`config.mk`:
```
export PLATFORM = sky130hd
export DESIGN_NAME = decode_stage
export DESIGN_NICKNAME = d
export VERILOG_FILES = /design/src/rtl/decode_stage.sv
export SDC_FILE = /design/constraint.sdc
export NUM_CORES = 1
export LEC_CHECK = 0
export CORE_AREA = 4 4 127 129
export CTS_BUF_LIST = sky130_fd_sc_hd__clkbuf_16
export CTS_CLUSTER_SIZE = 14
export DETAILED_ROUTE_END_ITERATION = 7
export DIE_AREA = 0 0 131 133
export GPL_TIMING_DRIVEN = 0
export PLACE_DENSITY = 0.8
export RECOVER_POWER = 100
export SYNTH_ARGS = -nofsm -noshare
export SYNTH_HDL_FRONTEND = slang
export SYNTH_SLANG_ARGS = --single-unit
```
`constraint.sdc`:
```
create_clock -name clk -period 3.7 [get_ports clk]
set_clock_uncertainty 0.2 [all_clocks]
set_input_delay 0.74 -clock clk [delete_from_list [all_inputs] [get_ports clk]]
set_output_delay 0.74 -clock clk [all_outputs]
set_load 0.02 [all_outputs]
```
`src/rtl/decode_stage.sv`:
```
// decode_stage: RV32I instruction decode with register-file write-through bypass,
// load-use stall detection and the ID/EX pipeline register.
module decode_stage #(
    parameter int XLEN = 32
) (
    input  logic            clk,
    input  logic            rst,
    input  logic [31:0]     Instr_ID,
    input  logic [31:0]     PC_ID,
    input  logic            Valid_ID,
    input  logic            Flush_ID,
    output logic [4:0]      RAddr1_RF,
    output logic [4:0]      RAddr2_RF,
    input  logic [XLEN-1:0] RD1_RF,
    input  logic [XLEN-1:0] RD2_RF,
    input  logic            WrEn_RF,
    input  logic [4:0]      WAddr_RF,
    input  logic [XLEN-1:0] WD_RF,
    output logic            Stall_ID,
    output logic            Valid_EX,
    output logic [31:0]     PC_EX,
    output logic [XLEN-1:0] Rs1Val_EX,
    output logic [XLEN-1:0] Rs2Val_EX,
    output logic [XLEN-1:0] Imm_EX,
    output logic [4:0]      Rd_EX,
    output logic [6:0]      Opcode_EX,
    output logic [2:0]      Funct3_EX,
    output logic            Funct7b5_EX,
    output logic            RegWrite_EX,
    output logic            MemRead_EX,
    output logic            MemWrite_EX,
    output logic            Illegal_EX
);
    logic [6:0] opcode;
    logic is_lui, is_auipc, is_jal, is_jalr, is_branch, is_load, is_store, is_opimm, is_op;
    logic uses_rs1, uses_rs2, reg_write_d, illegal_d, bubble;
    logic [4:0] rd_d;
    logic [XLEN-1:0] imm_d, rs1_val_d, rs2_val_d;
    logic valid_q, f7b5_q, reg_write_q, mem_read_q, mem_write_q, illegal_q;
    logic [31:0] pc_q;
    logic [XLEN-1:0] rs1_val_q, rs2_val_q, imm_q;
    logic [4:0] rd_q;
    logic [6:0] opcode_q;
    logic [2:0] funct3_q;

    assign opcode    = Instr_ID[6:0];
    assign is_lui    = opcode == 7'b0110111;
    assign is_auipc  = opcode == 7'b0010111;
    assign is_jal    = opcode == 7'b1101111;
    assign is_jalr   = opcode == 7'b1100111;
    assign is_branch = opcode == 7'b1100011;
    assign is_load   = opcode == 7'b0000011;
    assign is_store  = opcode == 7'b0100011;
    assign is_opimm  = opcode == 7'b0010011;
    assign is_op     = opcode == 7'b0110011;

    assign illegal_d   = !(is_lui || is_auipc || is_jal || is_jalr || is_branch ||
                           is_load || is_store || is_opimm || is_op);
    assign reg_write_d = is_lui || is_auipc || is_jal || is_jalr || is_load || is_opimm || is_op;
    assign uses_rs1    = is_jalr || is_branch || is_load || is_store || is_opimm || is_op;
    assign uses_rs2    = is_branch || is_store || is_op;
    assign rd_d        = reg_write_d ? Instr_ID[11:7] : 5'd0;

    assign imm_d = (is_load || is_opimm || is_jalr) ? {{20{Instr_ID[31]}}, Instr_ID[31:20]} :
                   is_store  ? {{20{Instr_ID[31]}}, Instr_ID[31:25], Instr_ID[11:7]} :
                   is_branch ? {{19{Instr_ID[31]}}, Instr_ID[31], Instr_ID[7], Instr_ID[30:25],
                                Instr_ID[11:8], 1'b0} :
                   (is_lui || is_auipc) ? {Instr_ID[31:12], 12'b0} :
                   is_jal    ? {{11{Instr_ID[31]}}, Instr_ID[31], Instr_ID[19:12], Instr_ID[20],
                                Instr_ID[30:21], 1'b0} : '0;

    assign RAddr1_RF = Instr_ID[19:15];
    assign RAddr2_RF = Instr_ID[24:20];

    // The register file commits WD_RF on the same edge we capture, so bypass it here.
    assign rs1_val_d = (RAddr1_RF == 5'd0) ? '0 :
                       (WrEn_RF && WAddr_RF == RAddr1_RF) ? WD_RF : RD1_RF;
    assign rs2_val_d = (RAddr2_RF == 5'd0) ? '0 :
                       (WrEn_RF && WAddr_RF == RAddr2_RF) ? WD_RF : RD2_RF;

    assign Stall_ID = Valid_ID && valid_q && mem_read_q && rd_q != 5'd0 &&
                      ((uses_rs1 && RAddr1_RF == rd_q) || (uses_rs2 && RAddr2_RF == rd_q)) &&
                      !Flush_ID;
    assign bubble   = rst || Flush_ID || Stall_ID || !Valid_ID;

    always_ff @(posedge clk) begin
        if (bubble) begin
            valid_q     <= 1'b0;
            pc_q        <= '0;
            rs1_val_q   <= '0;
            rs2_val_q   <= '0;
            imm_q       <= '0;
            rd_q        <= '0;
            opcode_q    <= '0;
            funct3_q    <= '0;
            f7b5_q      <= 1'b0;
            reg_write_q <= 1'b0;
            mem_read_q  <= 1'b0;
            mem_write_q <= 1'b0;
            illegal_q   <= 1'b0;
        end else begin
            valid_q     <= 1'b1;
            pc_q        <= PC_ID;
            rs1_val_q   <= rs1_val_d;
            rs2_val_q   <= rs2_val_d;
            imm_q       <= imm_d;
            rd_q        <= rd_d;
            opcode_q    <= opcode;
            funct3_q    <= Instr_ID[14:12];
            f7b5_q      <= Instr_ID[30];
            reg_write_q <= reg_write_d;
            mem_read_q  <= is_load;
            mem_write_q <= is_store;
            illegal_q   <= illegal_d;
        end
    end

    assign Valid_EX    = valid_q;
    assign PC_EX       = pc_q;
    assign Rs1Val_EX   = rs1_val_q;
    assign Rs2Val_EX   = rs2_val_q;
    assign Imm_EX      = imm_q;
    assign Rd_EX       = rd_q;
    assign Opcode_EX   = opcode_q;
    assign Funct3_EX   = funct3_q;
    assign Funct7b5_EX = f7b5_q;
    assign RegWrite_EX = reg_write_q;
    assign MemRead_EX  = mem_read_q;
    assign MemWrite_EX = mem_write_q;
    assign Illegal_EX  = illegal_q;
endmodule
```
==> metrics.yaml, run 1 <==
dp_hpwl_um: 17600
synth.mux.area_fraction: 0.1145
fin_area_um2: 9738
routed_wl_um: 22080
clkPwrFrac: 0.446
synthXorXnorAreaFrac: 0.03082
grt_pass1_wl_um: 31710
synth_simple_gate_area_share: 0.2285
synth_top_family_by_area: "simple AND/OR/NAND/NOR gates"
die_area_um2: 17420
num_antenna_cells: 0
drive_above_1_share: 0.05989
dr_wl_met3_um: 2325
tns_ns: 0
drcViolationCount: 0
p_seq_frac: 0.430
avgSynthCellArea_um2: 9.886
grt_pass1_vias: 5396
switchingPower_w: 0.0009205
cts-htree-levels: 4
crit_type: "in2out"
yosys_warnings: 0
cpPeakStageDelay_ns: 0.56
synth-compound-area-share: 0.04689
synthAdderAreaFrac: 0
die_h_um: 133
wl_per_cell_um: 19.66
grtUsageTotal: 0.2448
crit_buf_inv: 3
rsz0062_at_grt: "false"
period_share: 0.9601
synth_area_leaders: "dfxtp_1, mux2i_1, nor3b_1, nand2_1, nor2_1"
tightest_slew_ns: 0.7340
finalSetupViolCount: 0
critPathLaunchType: "input pin"
numPortBuffers: 327
max_freq_ghz: 0.2815
io_pins: 330
regToRegSetupSlack_ns: 0.83
die_width_um: 131
clock_latency_ns: 0.42
num_vias: 5431
finalPower_w: 0.003827
leakage_nw: 4.016
dpl_cell_area_um2: 9193
maxSlewHeadroom: 0.5065
grt_antenna_before_repair: 0
critPathMaxFanout: 11
synth-seq-cells: 149
antenna_left: 0
wl_met1_um: 8013
fillerInstances: 1273
cpLargestDelayFamily: "buffers and inverters"
dr.pass1.iters: 5
cts_sinks: 149
vias_per_cell: 4.836
syn_area_um2: 5684
synth_nets: 745
path_clk_slew_ns: 0.06
syn2layout_area_growth_pct: 71.32
hp-class: "in2reg"
synth.largest_area_cell: "dfxtp_1"
top_layer: "met4"
fp-row-count: 45
path_cells: "clkdlybuf4s50_1, and4bb_2, and3_1, nand4_1, a221oi_2, buf_4, clkbuf_2"
required_ns: 2.76
cp-end-kind: "output pin"
start_util: 0.3781
critPathSlowestCell: "clkdlybuf4s50_1"
period_needed_ns: 3.552
cts-buffers-inserted: 17
synth_top_area_frac: 0.5248
p_comb_frac: 0.125
wl_met2_um: 11450
grt-ovfl-total: 0
maxSlewViolCount: 0
fin_nets: 1092
ir_drop_mv: 0.3058
maxCapViolations: 0
p_per_area_nw_per_um2: 393.0
syn_inst: 575
hold_viol_final: 0
sw_frac_of_total: 0.2405
gp_congestion: 0.9048
ys_seq_area_frac: 0.5248
p_int_w: 0.002907
clock_path_buffers: 2
ys_types: 37
cp.arrival_ns: 2.61
fp.coreArea_um2: 15030
cts_tree: "done"
grt_max_degree: 17
status: "completed"
dr.first_iter.drc_count: 216
root_buffer: "clkbuf_16"
[layer usage]
| layer | vias to the layer above | GRT usage |
|---|---|---|
| met5 | - | 0 |
| met1 | 2481 | 0.2507 |
| li1 | 2658 | - |
| met3 | 25 | 0.1114 |
| met2 | 267 | 0.4486 |
| met4 | 0 | 0.05486 |
[worst paths after layout]
path / end / start / cells after the start
worst max-delay path: Stall_ID / Instr_ID[1] / 7
worst min-delay path: Opcode_EX[5]$_SDFF_PP0_ / Instr_ID[5] / 3
worst max register to register: Rs2Val_EX[28]$_SDFF_PP0_ / Rd_EX[2]$_SDFF_PP0_ / 8
worst min register to register: Imm_EX[8]$_SDFF_PP0_ / MemRead_EX$_SDFF_PP0_ / 4
[layout make-up]
cell class	count	area (um2)	share of cell area
sequential	149	2983	0.3063
timing repair buffer	329	3261	0.3348
tap	188	235.2	0.02416
multi-input combinational	366	2391	0.2455
clock buffer	17	425.4	0.04368
clock inverter	15	151.4	0.01555
inverter	1	3.754	0.0003855
buffer	58	287.8	0.02955
[logic make-up after synthesis]
group / count (synthesis)
flops: 149
buf+inv: 60
mux: 65
compound gates: 40
xor+xnor: 20
simple gates: 241
[tightest hold or removal path, stage by stage]
cell and delay (ns):
buf_2 0.16, nand2_1 0.07, nor2_1 0.04
[placed cells by master, fill, tap and decap left out, types with 2 or more instances in the layout]
cell | Yosys | final
a31oi_1 | 2 | 2
nor4_1 | 5 | 5
o21ai_0 | 3 | 3
clkbuf_1 | 21 | 37
and3_1 | 4 | 4
clkinvlp_4 | 0 | 3
dlygate4sd3_1 | 0 | 159
a22oi_1 | 4 | 4
dfxtp_1 | 149 | 149
clkbuf_16 | 0 | 17
dlygate4sd2_1 | 0 | 7
nand4b_1 | 2 | 2
clkdlybuf4s50_1 | 0 | 159
clkinv_1 | 0 | 3
buf_4 | 16 | 17
buf_2 | 20 | 5
nor3_1 | 20 | 20
xor2_1 | 15 | 15
nand4_1 | 2 | 2
nand2_1 | 59 | 59
xnor2_1 | 5 | 5
nor2b_1 | 3 | 3
mux2i_1 | 65 | 65
inv_6 | 0 | 6
nor2_1 | 59 | 59
nor4bb_1 | 5 | 5
nor3b_1 | 67 | 67
bufinv_16 | 0 | 2
a21oi_1 | 14 | 14
buf_1 | 2 | 2
and2_1 | 2 | 2
nand3_1 | 7 | 7
a211oi_1 | 11 | 11
o31ai_1 | 2 | 2
[flip-flops by register name (all words and copies together) (netlist names), 3 cells and up]
register   flops
Rd_EX          5
Rs2Val_EX     32
PC_EX         32
Rs1Val_EX     32
Funct3_EX      3
Imm_EX        32
Opcode_EX      7
[power by group through the flow]
stage	Combinational [W]	Clock (W)	Sequential [W]
after floorplan	0.000133	0	0.00173
after global placement	0.000490	0	0.00168
after detailed placement	0.000494	0	0.00168
after CTS	0.000494	0.00173	0.00165
after global routing	0.000510	0.00180	0.00165
final	0.000477	0.00171	0.00165
[synth_stat cells (all sizes together)]
library cell and n:
buf 38, a32oi 1, and3 4, nand2 59
a221oi 1, nand2b 1, nand4 2, xnor2 5
nand3b 1, mux2i 65, a22oi 4, clkbuf 21
a211oi 11, o21ba 1, nor3b 67, o31ai 2
xor2 15, dfxtp 149, nor2 59, nand3 7
a21oi 14, nor4 5, inv 1, a31oi 2
o21ai 3, or3b 1, nand4b 2, a21boi 1
and2 3, nor3 20, and4bb 1, nor2b 3
nor4bb 5, nor4b 1
[what timing repair did]
action	in CTS	in global routing
hold buffers	0	0
pin swaps	1	0
gates resized for setup	12	2
setup endpoints to repair	1	1
buffers inserted	2	0
[through the flow]
step	std cells	setup WS (ns)	hold slack [ns]	utilization
3_5_place_dp	1090	-0.7993	0.7640	0.6115
3_3_place_gp	1090	-0.8253	0.7516	0.6115
6_report	1123	0.1476	0.4309	0.6478
5_1_grt	1123	0.02880	0.4335	0.6478
4_1_cts	1124	0.004482	0.4160	0.6501
2_1_floorplan	575	0.6517	0.6479	-
(Power assumes the default switching activity.)
==> run 2, diff against run 1 <==
--- a/config.mk
+++ b/config.mk
@@ -5,6 +5,7 @@
 export SDC_FILE = /design/constraint.sdc
 export NUM_CORES = 1
 export LEC_CHECK = 0
+export CAP_MARGIN = 20
 export CORE_AREA = 4 4 127 129
 export CTS_BUF_LIST = sky130_fd_sc_hd__clkbuf_16
 export CTS_CLUSTER_SIZE = 14
@@ -13,6 +14,7 @@
 export GPL_TIMING_DRIVEN = 0
 export PLACE_DENSITY = 0.8
 export RECOVER_POWER = 100
+export SLEW_MARGIN = 20
 export SYNTH_ARGS = -nofsm -noshare
 export SYNTH_HDL_FRONTEND = slang
 export SYNTH_SLANG_ARGS = --single-unit
==> results of run 2 <==
Same layout as run 1: the final DEF is identical, and so are final timing and power.
==> run 3, diff against run 2 <==
==> constraint.sdc (replaced) <==
create_clock -name clk -period 4.35 [get_ports clk]
set_clock_uncertainty 0.2 [all_clocks]
set_input_delay 0.87 -clock clk [delete_from_list [all_inputs] [get_ports clk]]
set_output_delay 0.87 -clock clk [all_outputs]
set_load 0.02 [all_outputs]
==> run 3 against run 2 <==
  * Die area unchanged
  * Flip-flop and latch count unchanged
  * Non-clock buffer count down 1
  * Routed wire length down 0.19%
==> metrics.yaml, run 3 (synthesis gave the netlist of run 1 again) <==
cp.arrival_ns: 3.04  # was 2.61 ns
root_buffer: "clkbuf_16"  # unchanged
fp-row-count: 45  # unchanged
critical_path.startpoint: "Instr_ID[21]"  # was Instr_ID[1]
cts_tree: "done"  # unchanged
ir_drop_mv: 0.2587  # was 0.3058 mV
drcViolationCount: 0  # unchanged
cpLargestDelayFamily: "buffers and inverters"  # unchanged
instances_no_fill: 1122  # was 1,123
start_util: 0.3781  # unchanged
final_cell_mix: "clkdlybuf4s50_1, dlygate4sd3_1, dfxtp_1, nor3b_1, mux2i_1"  # unchanged
period_needed_ns: 4.111
clock_latency_ns: 0.42  # about the same
grt-ovfl-total: 0  # unchanged
fp.coreArea_um2: 15030  # unchanged
grt_pass1_vias: 5379  # was 5,396
syn2layout_area_growth_pct: 71.12  # was 71.32%
max_freq_ghz: 0.2433
cts_hold_buf: 0  # unchanged
place_inst: 1090  # unchanged
maxSlewHeadroom: 0.4690  # was 0.5065
antenna_left: 0  # unchanged
critPathSlowestCell: "dlygate4sd3_1"  # was clkdlybuf4s50_1
tightest_slew_ns: 0.7898  # was 0.7340 ns
fillerInstances: 1279  # was 1,273
crit_type: "in2out"  # unchanged
critPathLaunchType: "input pin"  # unchanged
maxCapViolations: 0  # unchanged
crit_buf_inv: 3  # unchanged
rsz0062_at_grt: "false"  # unchanged
finalPower_w: 0.003253  # was 0.003827 W
finalSetupViolCount: 0  # unchanged
required_ns: 3.28  # was 2.76 ns
die_h_um: 133  # unchanged
wl_per_cell_um: 19.64  # was 19.66 um
drive_above_1_share: 0.06103  # was 0.05989
cts-htree-levels: 4  # unchanged
leakage_nw: 3.998  # was 4.016 nW
cts_sinks: 149  # unchanged
grtUsageTotal: 0.2445  # was 0.2448
critPathMaxFanout: 19  # was 11
cp-end-kind: "output pin"  # unchanged
maxSlewViolCount: 0  # unchanged
r2r-start: "Rd_EX[2]$_SDFF_PP0_"  # unchanged
period_share: 0.9450
cpPeakStageDelay_ns: 0.73  # was 0.56 ns
hp-class: "in2reg"  # unchanged
clock_path_buffers: 2  # unchanged
numPortBuffers: 327  # unchanged
dp_hpwl_um: 17600  # unchanged
grt_max_degree: 17  # unchanged
dr.pass1.iters: 5  # unchanged
grt_antenna_before_repair: 0  # unchanged
io_pins: 330  # unchanged
num_antenna_cells: 0  # unchanged
die_width_um: 131  # unchanged
status: "completed"  # unchanged
num_vias: 5396  # was 5,431
layout_commonest_cell: "clkdlybuf4s50_1"
fin_nets: 1091  # was 1,092
min_from: "Instr_ID[5]"  # unchanged
dr.first_iter.drc_count: 198  # was 216
vias_per_cell: 4.809  # was 4.836
path_clk_slew_ns: 0.06  # about the same
routed_wl_um: 22040  # was 22,080 um
grt_pass1_wl_um: 31660  # was 31,710 um
cts-buffers-inserted: 17  # unchanged
gp_congestion: 0.9048  # unchanged
p_per_area_nw_per_um2: 334.4  # was 393.0 nW/um2
path_cells: "dlygate4sd3_1, xnor2_1, and3_1, nand4_1, a221oi_2, buf_4, clkdlybuf4s15_2"  # was clkdlybuf4s50_1, and4bb_2, and3_1, nand4_1, a221oi_2, buf_4, clkbuf_2
die_area_um2: 17420  # unchanged
hold_viol_final: 0  # unchanged
## run 3: through the flow
step	util	instance area [um2]	setup WS, ns	setup TNS, ns	hold WS, ns
2_1_floorplan	-	5684	1.042	0	0.7354
3_3_place_gp	0.6115	9193	-0.4353	-0.4353	0.7516
3_5_place_dp	0.6115	9193	-0.4093	-0.4093	0.7640
4_1_cts	0.6500	9772	0.01609	0	0.5460
5_1_grt	0.6470	9727	0.09452	0	0.5635
6_report	0.6470	9727	0.2391	0	0.5638
## run 3: worst paths after layout
kind                               to  slack [ns]  depth (start not counted)
min reg2reg      Imm_EX[8]$_SDFF_PP0_        0.61                          4
max reg2reg  Rs2Val_EX[28]$_SDFF_PP0_        1.44                          8
min           Opcode_EX[5]$_SDFF_PP0_        0.56                          3
max                          Stall_ID        0.24                          7
## run 3: cell type report
type,instances,area (um2),area share
timing repair buffer,328,3249,0.3341
clock buffer,17,425.4,0.04374
inverter,1,3.754,0.0003859
sequential,149,2983,0.3067
tap,188,235.2,0.02418
buffer,58,287.8,0.02959
clock inverter,15,151.4,0.01556
multi-input combinational,366,2391,0.2458
## run 3: worst reg2reg max path: stages (launching register included)
cell      delay [ns]
dfxtp_1         0.36
xor2_1          0.16
nor3_1          0.26
nand4_1         0.15
a221oi_2        0.37
clkbuf_4        0.20
clkbuf_1        0.41
clkbuf_1        0.52
nor3b_1         0.15
## run 3: repair_timing
| item | CTS | global route |
|---|---|---|
| setup endpoints to repair | 1 | 1 |
| hold endpoints to repair | 0 | 0 |
| resized for setup | 5 | 5 |
| pin swaps | 0 | 1 |
| buffers inserted | 0 | 1 |
## run 3: per-layer routing
metal	share of wire	GRT usage
met1	0.36	0.2504
met2	0.52	0.4478
met3	0.11	0.1114
met4	0.013	0.05486
met5	0	0
## run 3: report_power, final
part | leakage [nW] | internal [W] | switching (W)
clock network | 0.274 | 0.000848 | 0.000600
registers | 1.21 | 0.00139 | 0.00000604
logic | 2.51 | 0.000231 | 0.000175
